**config.mk**
```make
export PLATFORM = sky130hd
export DESIGN_NAME = bcd_updown_counter
export DESIGN_NICKNAME = d
export VERILOG_FILES = /design/src/rtl/bcd_pkg.sv /design/src/rtl/bcd_updown_digit.sv /design/src/rtl/bcd_updown_counter.sv
export SDC_FILE = /design/constraint.sdc
export NUM_CORES = 1
export LEC_CHECK = 0
export CAP_MARGIN = 20
export CORE_MARGIN = 2
export CORE_UTILIZATION = 45
export DETAILED_ROUTE_END_ITERATION = 16
export GPL_ROUTABILITY_DRIVEN = 0
export PLACE_DENSITY = 0.76
export SYNTH_ARGS = -nofsm -noshare
export SYNTH_HDL_FRONTEND = slang
export SYNTH_SLANG_ARGS = --single-unit
```
**constraint.sdc**
```tcl
create_clock -name clk -period 1.95 [get_ports clk]
set_input_delay 0.39 -clock clk [delete_from_list [all_inputs] [get_ports clk]]
set_output_delay 0.39 -clock clk [all_outputs]
set_load 0.1 [all_outputs]
```
**src/rtl/bcd_pkg.sv**
```systemverilog
// rtl/bcd_pkg.sv - shared BCD digit type, digit constants and validity helper
//
// Purpose: common definitions for the up/down BCD counter and its digit cells.
// Contents: bcd_digit_t, BCD_MAX, BCD_ZERO, bcd_valid().

package bcd_pkg;

  typedef logic [3:0] bcd_digit_t;

  localparam bcd_digit_t BCD_MAX  = 4'd9;
  localparam bcd_digit_t BCD_ZERO = 4'd0;

  function automatic logic bcd_valid(bcd_digit_t d);
    return (d <= BCD_MAX);
  endfunction

endpackage

```
**src/rtl/bcd_updown_digit.sv**
```systemverilog
// rtl/bcd_updown_digit.sv - one BCD digit cell with carry/borrow ripple
//
// Purpose: single decimal digit register that can be cleared, loaded,
//          incremented or decremented, and reports carry/borrow to the next digit.
// Ports:
//   clk      in   rising-edge clock
//   rst_n    in   synchronous reset, active-low
//   inc_in   in   increment request (all lower digits are 9)
//   dec_in   in   decrement request (all lower digits are 0)
//   clr      in   clear digit to zero (highest priority after reset)
//   ld       in   load ld_val
//   ld_val   in   value to load
//   digit    out  registered digit value
//   inc_out  out  carry to next digit: inc_in and this digit at 9
//   dec_out  out  borrow to next digit: dec_in and this digit at 0

module bcd_updown_digit
  import bcd_pkg::*;
(
  input  logic       clk,
  input  logic       rst_n,
  input  logic       inc_in,
  input  logic       dec_in,
  input  logic       clr,
  input  logic       ld,
  input  bcd_digit_t ld_val,
  output bcd_digit_t digit,
  output logic       inc_out,
  output logic       dec_out
);

  bcd_digit_t digit_q;
  bcd_digit_t digit_d;
  logic       at_top;
  logic       at_bottom;

  // A corrupted digit (>9) behaves like 9: it carries and rolls to 0.
  assign at_top    = (digit_q == BCD_MAX) || !bcd_valid(digit_q);
  assign at_bottom = (digit_q == BCD_ZERO);

  always_comb begin
    digit_d = digit_q;
    if (clr) begin
      digit_d = BCD_ZERO;
    end else if (ld) begin
      digit_d = ld_val;
    end else if (inc_in) begin
      digit_d = at_top ? BCD_ZERO : digit_q + 4'd1;
    end else if (dec_in) begin
      digit_d = at_bottom ? BCD_MAX : digit_q - 4'd1;
    end
  end

  always_ff @(posedge clk) begin
    if (!rst_n) begin
      digit_q <= BCD_ZERO;
    end else begin
      digit_q <= digit_d;
    end
  end

  assign digit   = digit_q;
  assign inc_out = inc_in & at_top;
  assign dec_out = dec_in & at_bottom;

endmodule

```
**src/rtl/bcd_updown_counter.sv**
```systemverilog
// rtl/bcd_updown_counter.sv - parametrised up/down BCD counter with load, clear and wrap/saturate
//
// Purpose: DIGITS-digit packed BCD counter (digit 0 in bits [3:0]) with
//          synchronous clear, validated parallel load, up/down counting,
//          terminal-count flags and registered ovf/unf/load_err pulses.
// Ports:
//   clk       in   rising-edge clock
//   rst_n     in   synchronous reset, active-low
//   clear     in   synchronous clear to zero
//   load      in   parallel load strobe
//   load_val  in   packed BCD value to load
//   up        in   count-up enable
//   down      in   count-down enable
//   bcd       out  registered counter value
//   is_zero   out  all digits zero
//   is_max    out  all digits nine
//   ovf       out  pulse: up-count attempted at all-9s
//   unf       out  pulse: down-count attempted at zero
//   load_err  out  pulse: load rejected for a digit >9

module bcd_updown_counter
  import bcd_pkg::*;
#(
  parameter int DIGITS   = 6,
  parameter bit SATURATE = 1'b0
) (
  input  logic                clk,
  input  logic                rst_n,
  input  logic                clear,
  input  logic                load,
  input  logic [DIGITS*4-1:0] load_val,
  input  logic                up,
  input  logic                down,
  output logic [DIGITS*4-1:0] bcd,
  output logic                is_zero,
  output logic                is_max,
  output logic                ovf,
  output logic                unf,
  output logic                load_err
);

  logic [DIGITS-1:0] inc_out_w;
  logic [DIGITS-1:0] dec_out_w;
  logic [DIGITS-1:0] nine_or_bad;
  logic [DIGITS-1:0] exact_nine;
  logic [DIGITS-1:0] digit_zero;
  logic [DIGITS-1:0] ld_digit_ok;

  logic load_ok;
  logic count_en;
  logic inc;
  logic dec;
  logic at_max_c;
  logic at_zero;
  logic inc_chain0;
  logic dec_chain0;
  logic do_load;

  logic ovf_q, ovf_d;
  logic unf_q, unf_d;
  logic load_err_q, load_err_d;

  // Counting only happens on cycles with neither clear nor load (even a
  // rejected load swallows the count). up and down together cancel.
  assign count_en = ~clear & ~load;
  assign inc      = count_en & up & ~down;
  assign dec      = count_en & down & ~up;

  assign load_ok  = &ld_digit_ok;
  assign do_load  = load & load_ok;

  // Terminal detection matches the carry rule, so a corrupted digit counts as 9.
  assign at_max_c = &nine_or_bad;
  assign at_zero  = &digit_zero;

  // In saturate mode the chain never sees the terminal step, so bcd holds.
  assign inc_chain0 = inc & ~(SATURATE & at_max_c);
  assign dec_chain0 = dec & ~(SATURATE & at_zero);

  for (genvar i = 0; i < DIGITS; i++) begin : g_digit
    bcd_digit_t dig;

    bcd_updown_digit u_digit (
      .clk     (clk),
      .rst_n   (rst_n),
      .inc_in  ((i == 0) ? inc_chain0 : inc_out_w[(i == 0) ? 0 : i-1]),
      .dec_in  ((i == 0) ? dec_chain0 : dec_out_w[(i == 0) ? 0 : i-1]),
      .clr     (clear),
      .ld      (do_load),
      .ld_val  (load_val[4*i +: 4]),
      .digit   (dig),
      .inc_out (inc_out_w[i]),
      .dec_out (dec_out_w[i])
    );

    assign bcd[4*i +: 4] = dig;
    assign nine_or_bad[i] = (dig == BCD_MAX) || !bcd_valid(dig);
    assign exact_nine[i]  = (dig == BCD_MAX);
    assign digit_zero[i]  = (dig == BCD_ZERO);
    assign ld_digit_ok[i] = bcd_valid(load_val[4*i +: 4]);
  end

  // In wrap mode the carry falling off the top digit is the overflow; in
  // saturate mode the chain is gated, so the terminal term supplies it.
  always_comb begin
    ovf_d      = inc_out_w[DIGITS-1] | (SATURATE & inc & at_max_c);
    unf_d      = dec_out_w[DIGITS-1] | (SATURATE & dec & at_zero);
    load_err_d = ~clear & load & ~load_ok;
  end

  always_ff @(posedge clk) begin
    if (!rst_n) begin
      ovf_q      <= 1'b0;
      unf_q      <= 1'b0;
      load_err_q <= 1'b0;
    end else begin
      ovf_q      <= ovf_d;
      unf_q      <= unf_d;
      load_err_q <= load_err_d;
    end
  end

  assign is_zero  = at_zero;
  assign is_max   = &exact_nine;
  assign ovf      = ovf_q;
  assign unf      = unf_q;
  assign load_err = load_err_q;

endmodule

```
# Word-level counts from Yosys, hierarchy flattened
# Cells that the tools add are included.
word_totals:
  register_bits: 27
  inputBits: 30
  elab_cells: 123
op_classes:
  n_addsub: 12
  magnitude_cmp: 12
  n_eq_ne: 6
  muxes: 30
  n_bitwise: 26
  reduce_logical: 28
op_table:
  columns: ["cell", "n"]
  rows:
  - ["2-to-1 mux 4 bit", 30]
  - ["<= comparator 4 bit (second input constant)", 12]
  - ["adder 4 x 1 -> 4 bit (second input constant)", 6]
  - ["equality test 4 bit (second input constant)", 6]
  - ["zero test 4 bit", 6]
  - ["subtractor 4 x 1 -> 4 bit (second input constant)", 6]
  - ["AND 1 bit", 20]
  - ["AND reduction 6 bit", 3]
  - ["nonzero test 3 bit", 6]
  - ["zero test 1 bit", 6]
  - ["logical OR 1 bit", 6]
  - ["inverter 1 bit", 6]
  - ["OR reduction 2 bit", 1]

# Depth between registers and ports, before layout
logic_depth:
  word_depth: 12
  ltp_mapped: 9
  mapped_depth_nobuf: 8

# By module
# From an unflattened synthesis, not the netlist that was laid out.
unflattened:
  hier_cells: 337
  hier_area_um2: 2517.4
modules_own_cells:
  columns: ["module", "n_inst", "cells_per_inst", "area_per_inst_um2", "seq_area_each_um2"]
  rows:
  - ["bcd_updown_digit", 6, 51, 380.4, 80.1]
  - ["bcd_updown_counter", 1, 31, 235.2, 60.1]

# Worst setup path before layout
# OpenSTA, ideal clock, no wires.
synth_path:
  kind: "reg2out"
  from: "reg g_digit[2].u_digit.digit_q[0]"
  to: "out is_max"
  arrival_ns: 4.837
  slack_ns: -3.277
  path_stages_with_launch: 5
  path_buffers: 0
  path_cell_list: "dfxtp_1 > ha_1 > nand4b_1 > or4_1 > nor4_1"
synth_via:
  elab_chain_cells: 2
synth_lines:
  columns: ["element", "line_no", "rtl"]
  rows:
  - ["start: declaration", "bcd_updown_digit.sv:32", "bcd_digit_t digit_q;"]
  - ["start signal: assignment", "bcd_updown_digit.sv:58", "digit_q <= digit_d;"]
  - ["equality test 4 bit", "bcd_updown_counter.sv:98", "assign exact_nine[i] = (dig == BCD_MAX);"]
  - ["AND reduction 6 bit", "bcd_updown_counter.sv:124", "assign is_max = &exact_nine;"]
  - ["end: declaration", "bcd_updown_counter.sv:36", "output logic is_max,"]
# Every way passes these cells.

# Final worst setup path
layout_path:
  from: "reg g_digit[3].u_digit.digit_q[1]"
  to: "out is_zero"
layout_via:
  elab_chain_cells: 2
layout_lines:
  columns: ["element", "line_no", "rtl"]
  rows:
  - ["start: declaration", "bcd_updown_digit.sv:32", null]
  - ["start signal: assignment", "bcd_updown_digit.sv:58", null]
  - ["zero test 4 bit", "bcd_updown_counter.sv:99", "assign digit_zero[i] = (dig == BCD_ZERO);"]
  - ["AND reduction 6 bit", "bcd_updown_counter.sv:74", "assign at_zero = &digit_zero;"]
  - ["end: declaration", "bcd_updown_counter.sv:35", "output logic is_zero,"]
# Every way passes these cells.

==> flow_metrics.env <==
export IMPL_fmax_mhz=394
export IMPL_layout_setup_ws_ps=-586
export IMPL_fillers=263
export IMPL_gr_total_overflow=0
export IMPL_yosysUniqueCellTypes=64
export IMPL_start_kind="flop"
export IMPL_clock_skew_ps=6.09
export IMPL_worstSetupEndpointType="output port"
export IMPL_drtAntennaViolNets=0
export IMPL_cellLeakagePower_uw=0.00201
export IMPL_routedLengthMet1_um=4340
export IMPL_placed_cell_area_um2=4090
export IMPL_fin_crit_sh_pct=130
export IMPL_die_h_um=78.2
export IMPL_antenna_found_initial=0
export IMPL_setup_viol=20
export IMPL_r2r_slack_ps=-340
export IMPL_ys_flop_type="dfxtp_1"
export IMPL_io_pins=59
export IMPL_diodes=0
export IMPL_clkSinkCount=27
export IMPL_row_count=27
export IMPL_relSlewSlack_pct=65.4
export IMPL_grt_pass1_wl_um=15700
export IMPL_min_path_type="input pin to flop"
export IMPL_routed_via_density=6.51
export IMPL_drive_above_1_share_pct=52.6
export IMPL_clock_latency_ps=280
export IMPL_ys_ff_latch=27
export IMPL_syn_inst=325
export IMPL_rsz0062_at_grt="yes"
export IMPL_placed_cells=530
export IMPL_floorplan_initialDensity_pct=45.9
export IMPL_wl_per_cell_um=21.4
export IMPL_grt_pass1_vias=3172
export IMPL_vdd_drop_max_uv=252
export IMPL_synth_edff_count=0
export IMPL_synthMostInstantiatedCell="o21ai_0"
export IMPL_synthTopCellsByArea="dfxtp_1 (22%), ha_1 (11%), o21ai_0 (5.9%)"
export IMPL_worstPathRequired_ps=1560
export IMPL_vias=3611
export IMPL_path_class="flop to output port"
export IMPL_synthArstFlopShare_pct=0
export IMPL_hold_viol=0
export IMPL_finalWirelength_um=11900
export IMPL_grtUsageTotal_pct=31.8
export IMPL_yosys_warnings=0
export IMPL_ff2ff_path_depth=11
export IMPL_drc=0
export IMPL_clk_path_buf_depth=2
export IMPL_final_min_clock_period_ps=2540
export IMPL_synth_area_um2=2480
export IMPL_synth_top_area_cell="dfxtp_1"
export IMPL_violations="negative setup slack"
export IMPL_stdcell_count=555
export IMPL_nNetsFinal=535
export IMPL_chipWidth_um=78.2
export IMPL_wl_met3_um=1160
export IMPL_cts_tree="done"
export IMPL_synth_top_cells_by_count="o21ai_0 (29), dfxtp_1 (27), nand2_1 (25), a21oi_1 (23), nor2_1 (23)"
export IMPL_finalMaxSlewViolations=0
export IMPL_status="finished with violations"
export IMPL_grt_max_degree=16
export IMPL_drt_initial_drc_count=495
export IMPL_coreArea_um2=5410
export IMPL_synth_seq_area_share_pct=21.8
export IMPL_port_buffers=58
export IMPL_hold_depth=3
export IMPL_htree_num_levels=1
export IMPL_design_area_um2=4690
export IMPL_power_density_nw_per_um2=330
export IMPL_yosysTopAreaCellShare_pct=21.8
export IMPL_die_area_um2=6120
export IMPL_syn2layout_area_growth_pct=89.4
export IMPL_worstPathArrival_ps=2150
export IMPL_path_clk_slew_ps=110
export IMPL_ctsRootBufferMaster="clkbuf_8"
export IMPL_hpwl_um=6800
export IMPL_drtPass1Iterations=7
export IMPL_crit_fanout=3
export IMPL_synthesis_nets=376
export IMPL_top_layer="met4"
export IMPL_drv_cap=0
export IMPL_tightest_slew_ps=517
export IMPL_avgSynthCellArea_um2=7.63
export IMPL_cts_buffers=3
export IMPL_met2RoutedLength_um=5560
state kept, by name, indices dropped and copies added, names as in the netlist:
register	cells
unf	1
ovf	1
load_err	1
g_digit.u_digit.digit	24
power by group:
part	switching (uW)	internal, uW
sequential	16.0	543
combinational	359	281
clock	203	147
final cells by class:
class	count	area, um^2	share of cell area, %
Multi-Input combinational cell	261	2230	47.5
Timing Repair Buffer	172	1630	34.7
Sequential cell	27	612	13.0
Tap cell	72	90.1	1.92
Inverter	19	88.8	1.89
Clock buffer	4	45.0	0.959
layer usage:
| layer | track usage, % | up-vias |
|---|---|---|
| li1 | - | 1550 |
| met1 | 39.9 | 1664 |
| met2 | 55.6 | 295 |
| met3 | 3.91 | 102 |
| met4 | 12.1 | 0 |
| met5 | 0 | - |
cells by family after synthesis:
| kind of cell | synth area share (%) |
|---|---|
| DFF | 21.8 |
| and+or+nand+nor | 27.5 |
| AOI/OAI and AO/OA | 31.9 |
| adders and majority gates | 10.6 |
| buffers and inverters | 6.36 |
| muxes | 0.858 |
| xor gates and xnor gates | 1.06 |
per-stage QoR:
step	TNS [ps]	util, %	power [uW]	hold slack [ps]	setup WS (ps)
2_1_floorplan	-4550	-	854	516	-824
3_3_place_gp	-8190	75.6	1090	487	-390
3_5_place_dp	-9700	75.6	1100	492	-491
4_1_cts	-1990	81.6	1480	513	-509
5_1_grt	-5440	86.9	1590	436	-626
6_report	-4010	86.9	1550	418	-586
worst max-delay path, stage by stage (launching register included):
cell	delay, ps
dfxtp_4	370
inv_4	70
ha_4	120
or3b_4	390
nand3b_1	320
nor4_4	390
buf_12	220
cells in the final DEF, fill, tap and decap left out, types with 6 or more instances in the layout:
master	n
o21ai_0	16
inv_4	7
a21oi_1	18
nor2_1	16
nand2_1	20
o31ai_1	6
o21ai_1	8
ha_4	7
inv_1	10
clkdlybuf4s50_1	17
ha_1	12
nor2_4	6
nand2b_1	10
o211ai_1	8
dlymetal6s2s_1	8
buf_12	16
buf_6	11
nand3_1	10
buf_4	115
dfxtp_4	17
dfxtp_2	6
nor3_1	6
path summary, 6_finish.rpt:
check / from / end
max: g_digit[3].u_digit.digit[1] / is_zero
min: load_val[2] / g_digit[0].u_digit.digit[2]
max reg2reg: g_digit[3].u_digit.digit[1] / g_digit[5].u_digit.digit[2]
min reg2reg: g_digit[5].u_digit.digit[3] / g_digit[5].u_digit.digit[3]
repair_timing:
action                                  4_1_cts  5_1_grt
pin swaps                                    24       38
hold buffers                                  0        0
resized for setup                            47       63
endpoints found under the setup margin       25       25
setup buffers                                16       12
(Power assumes the default switching activity.)
